File: config.mk
export PLATFORM = sky130hd
export DESIGN_NAME = vmm_out_streamer
export DESIGN_NICKNAME = d
export VERILOG_FILES = /design/src/rtl/vmm_out_streamer.sv
export SDC_FILE = /design/constraint.sdc
export NUM_CORES = 1
export LEC_CHECK = 0
export ABC_AREA = 1
export CORE_AREA = 8 8 73 75
export CTS_CLUSTER_SIZE = 8
export DETAILED_ROUTE_END_ITERATION = 10
export DIE_AREA = 0 0 81 83
export HOLD_SLACK_MARGIN = 0.02
export MAX_ROUTING_LAYER = met4
export PLACE_DENSITY = 0.84
export REMOVE_ABC_BUFFERS = 1
export SLEW_MARGIN = 20
export SYNTH_ARGS = -nofsm -noshare
export SYNTH_HDL_FRONTEND = slang
export SYNTH_SLANG_ARGS = --single-unit
File: constraint.sdc
create_clock -name clk -period 3.3 [get_ports clk]
set_input_delay 0.495 -clock clk [delete_from_list [all_inputs] [get_ports clk]]
set_output_delay 0.495 -clock clk [all_outputs]
set_load 0.005 [all_outputs]
File: src/rtl/vmm_out_streamer.sv
// VMM output streamer: serialises each captured result word MSB-first
// onto a valid/ready byte stream and pulses done_o once per element.
module vmm_out_streamer #(
    parameter int DATA_W = 32,
    parameter int ELEMS  = 9
) (
    input  logic              clk,
    input  logic              rst_,
    input  logic              next_o,
    input  logic [DATA_W-1:0] data_in,
    input  logic              out_ready,
    output logic              out_valid,
    output logic [7:0]        out_byte,
    output logic              out_last,
    output logic              done_o,
    output logic              busy
);
    localparam int BYTES = DATA_W / 8;
    localparam int BW    = (BYTES > 1) ? $clog2(BYTES) : 1;
    localparam int EW    = (ELEMS > 1) ? $clog2(ELEMS) : 1;

    localparam logic [BW-1:0] B_LAST = BW'(BYTES - 1);
    localparam logic [EW-1:0] E_LAST = EW'(ELEMS - 1);

    localparam logic [1:0] S_IDLE = 2'd0;
    localparam logic [1:0] S_SEND = 2'd1;
    localparam logic [1:0] S_DONE = 2'd2;

    logic [1:0]        state_q, state_d;
    logic [DATA_W-1:0] sh_q, sh_d;
    logic [BW-1:0]     bcnt_q, bcnt_d;
    logic [EW-1:0]     ecnt_q, ecnt_d;

    always_comb begin
        state_d = state_q;
        sh_d    = sh_q;
        bcnt_d  = bcnt_q;
        ecnt_d  = ecnt_q;
        case (state_q)
            S_IDLE: begin
                if (next_o) begin
                    sh_d    = data_in;
                    bcnt_d  = '0;
                    state_d = S_SEND;
                end
            end
            S_SEND: begin
                if (out_ready) begin
                    if (bcnt_q == B_LAST) begin
                        state_d = S_DONE;
                    end else begin
                        sh_d   = sh_q << 8;
                        bcnt_d = bcnt_q + 1'b1;
                    end
                end
            end
            S_DONE: begin
                ecnt_d  = (ecnt_q == E_LAST) ? '0 : ecnt_q + 1'b1;
                state_d = S_IDLE;
            end
            default: state_d = S_IDLE;
        endcase
    end

    always_ff @(posedge clk or negedge rst_) begin
        if (!rst_) begin
            state_q <= S_IDLE;
            sh_q    <= '0;
            bcnt_q  <= '0;
            ecnt_q  <= '0;
        end else begin
            state_q <= state_d;
            sh_q    <= sh_d;
            bcnt_q  <= bcnt_d;
            ecnt_q  <= ecnt_d;
        end
    end

    // Every output decodes from registered state only.
    assign out_valid = (state_q == S_SEND);
    assign out_byte  = out_valid ? sh_q[DATA_W-1 -: 8] : 8'h00;
    assign out_last  = out_valid & (bcnt_q == B_LAST) & (ecnt_q == E_LAST);
    assign done_o    = (state_q == S_DONE);
    assign busy      = out_valid | done_o;

endmodule

==> flow_summary_export.csv <==
group,metric,value,unit
outcome,status,"finished clean",
floorplanning,dieArea,6720,um2
finish,fillerInstances,363,
finish,design_area,2790,um2
floorplanning,die_w,81,um
worst_setup_path,reg2reg_to,"sh_q[10]",
worst_setup_path,critical_path.max_fanout,9,
floorplanning,start_util,53.3,%
routing,dr_total_vias,1931,
placement,gp_congestion,0.862,
worst_setup_path,slowest_delay,540,ps
placement,dp.cells,400,
finish,area_delta_synth_final,24.3,%
finish,drive_above_1_share,4.49,%
worst_setup_path,end_kind,"output pin",
routing,dr.first_iter.drc_count,135,
sta,clock_skew,6.70,ps
power_and_ir_drop,leakagePower,0.00157,uW
sta,maxSlewHeadroom,43.7,%
cts,cts.hold.buffers_added,0,
floorplanning,num_rows,24,
cts,cts_max_level,2,
grt,grt_max_degree,41,
sta,setup_violations,0,
synth,ys_ff_latch,40,
routing,drc,0,
sta,min_period,2460,ps
sta,rsz0062_at_grt,"false",
grt,track_usage,14.3,%
synth,syn_inst,316,
cts,cts_tree,"done",
grt,antenna_found_initial,0,
worst_setup_path,startpoint_type,"flop",
worst_setup_path,critical_path_class,"flop to output pin",
placement,dp_hpwl,3010,um
sta,slew_viol_final,0,
cts,post_cts_buffers,0,
routing,via_per_inst,4.73,
routing,wirelength,4430,um
sta,fmax,407,MHz
cts,clk_latency,300,ps
sta,fin_tns_setup,0,ps
floorplanning,core_area,4200,um2
floorplanning,num_io_pins,48,
cts,cts_root_buf,"clkbuf_8",
synth,avgSynthCellArea,7.09,um2
job,drv_cap,0,
power_and_ir_drop,vdd_drop_max,0.425,mV
synth,synth_area,2240,um2
hold_path,hold_path_class,"primary input to asynchronous set/reset pin",
routing,antenna_left,0,
cts,post_cts_resize_count,0,
grt,grt_pass1_wl,7650,um
placement,placed_area,2660,um2
placement,place_ws,1020,ps
cts,cts.clk_slew.worst_paths,80,ps
finish,final_nets,398,
worst_setup_path,reg2reg_depth,9,
floorplanning,dieHeight,83,um
placement,port_buffers,47,
worst_setup_path,path_cells,"inv_1 -> ha_1 -> inv_2 -> nor3_1 -> clkdlybuf4s50_1",
worst_setup_path,r2r_start,"state_q[1]",
synth,yosysWarnings,0,
finish,multi_input_area,1000,um2
cts,cts.sinks,40,
power_and_ir_drop,powerDensity,877,nW/um2
cts,numCtsBuffers,5,
worst_setup_path,arrival,1960,ps
routing,first_pass_iters,4,
sta,hold_viol,0,
worst_setup_path,worstPathRequired,2800,ps
sta,holdWs,300,ps
sta,worst_slew_pin_slew,845,ps
sta,worst_slack,843,ps
synth,ys_seq_area_share,44.7,%
cts,clk_path_buf_depth,2,
finish,n_antenna_cell,0,
grt,grt_pass1_vias,1747,
sta,period_share,74.5,%
worst_setup_path,rrSetupSlack,1070,ps
finish,stdcell_count,408,
routing,wl_per_cell,10.8,um
synth,ys_types,16,
grt,grt_overflow_total,0,
worst_setup_path,slowest_stage,"clkdlybuf4s50_1",
finish,register_area,1000,um2
cell type report:
| type | count | area share [%] |
|---|---|---|
| clock buffer | 7 | 3.46 |
| clock inverter | 1 | 1.08 |
| inverter | 29 | 3.91 |
| multi-input combinational | 230 | 36.0 |
| sequential | 40 | 35.9 |
| tap | 52 | 2.34 |
| timing repair buffer | 49 | 17.3 |
worst max-delay path, delay by kind of cell (launching register included):
family / cells / cell delay (ps)
and+or+nand+nor: 1 / 170
adders and majority gates: 1 / 340
DFF: 1 / 400
buffers and inverters: 3 / 750
cells in the mapped netlist, drive strengths merged:
master / n / area share, %
nand3: 38 / 8.5
ha: 7 / 3.9
inv: 29 / 4.9
nor3: 1 / 0.22
xor2: 1 / 0.39
nand4: 1 / 0.28
o21ai: 3 / 1.2
dfrtp: 40 / 45
nand2: 167 / 28
nor2: 12 / 2.0
buf: 17 / 5.7
logic make-up after synthesis:
family                   after synthesis  synth area share (%)
AND/OR/NAND/NOR                      219                  39.3
buffers and inverters                 46                  10.6
AO/OA/AOI/OAI                          3                  1.17
XOR/XNOR                               1                 0.391
adder cells (fa/ha/maj)                7                  3.91
flip-flops                            40                  44.7
flip-flops by register name (all words and copies together) (netlist names):
| register | flops |
|---|---|
| sh_q | 32 |
| state_q | 2 |
| ecnt_q | 4 |
| bcnt_q | 2 |
per-stage QoR:
stage | util [%] | total power [uW]
final | 66.3 | 2440
after global routing | 66.3 | 2680
after detailed placement | 63.2 | 2030
after CTS | 66.3 | 2470
after floorplan | - | 1630
after global placement | 63.2 | 1980
placed cells by master, fill, tap and decap left out:
cell and n:
ha_1 7, bufinv_16 1, nor3_1 1, clkdlybuf4s50_1 46
buf_2 1, nor2_1 12, inv_1 26, nand3_1 38
nand4_1 1, buf_4 2, o21ai_0 2, dfrtp_1 40
o21ai_4 1, inv_2 3, clkbuf_8 7, nand2_4 1
nand2_1 166, xor2_1 1
report_power, final:
part           switching, uW  total, uW  internal [uW]
clock network            167        434            267
logic                    762       1200            439
registers                109        807            699
total                   1040       2440           1400
worst max-delay path by stage:
stage,from,endpoint,slack [ps],cells past startpoint
2_1_floorplan,state_q[1],bcnt_q[0],1220,8
3_3_place_gp,out_ready,sh_q[2],1070,8
3_5_place_dp,out_ready,sh_q[30],1020,8
4_1_cts,state_q[1],out_last,820,5
5_1_grt,state_q[1],out_last,730,5
6_report,state_q[1],out_last,840,5
per-layer routing:
layer	share of wire (%)	up-vias	GRT usage, %
met5	0	-	-
met4	2.6	0	6.99
met3	5.6	9	3.02
li1	-	1033	-
met1	42	834	16.7
met2	49	55	22.6
Note: power is estimated with default switching activity, not from simulation.
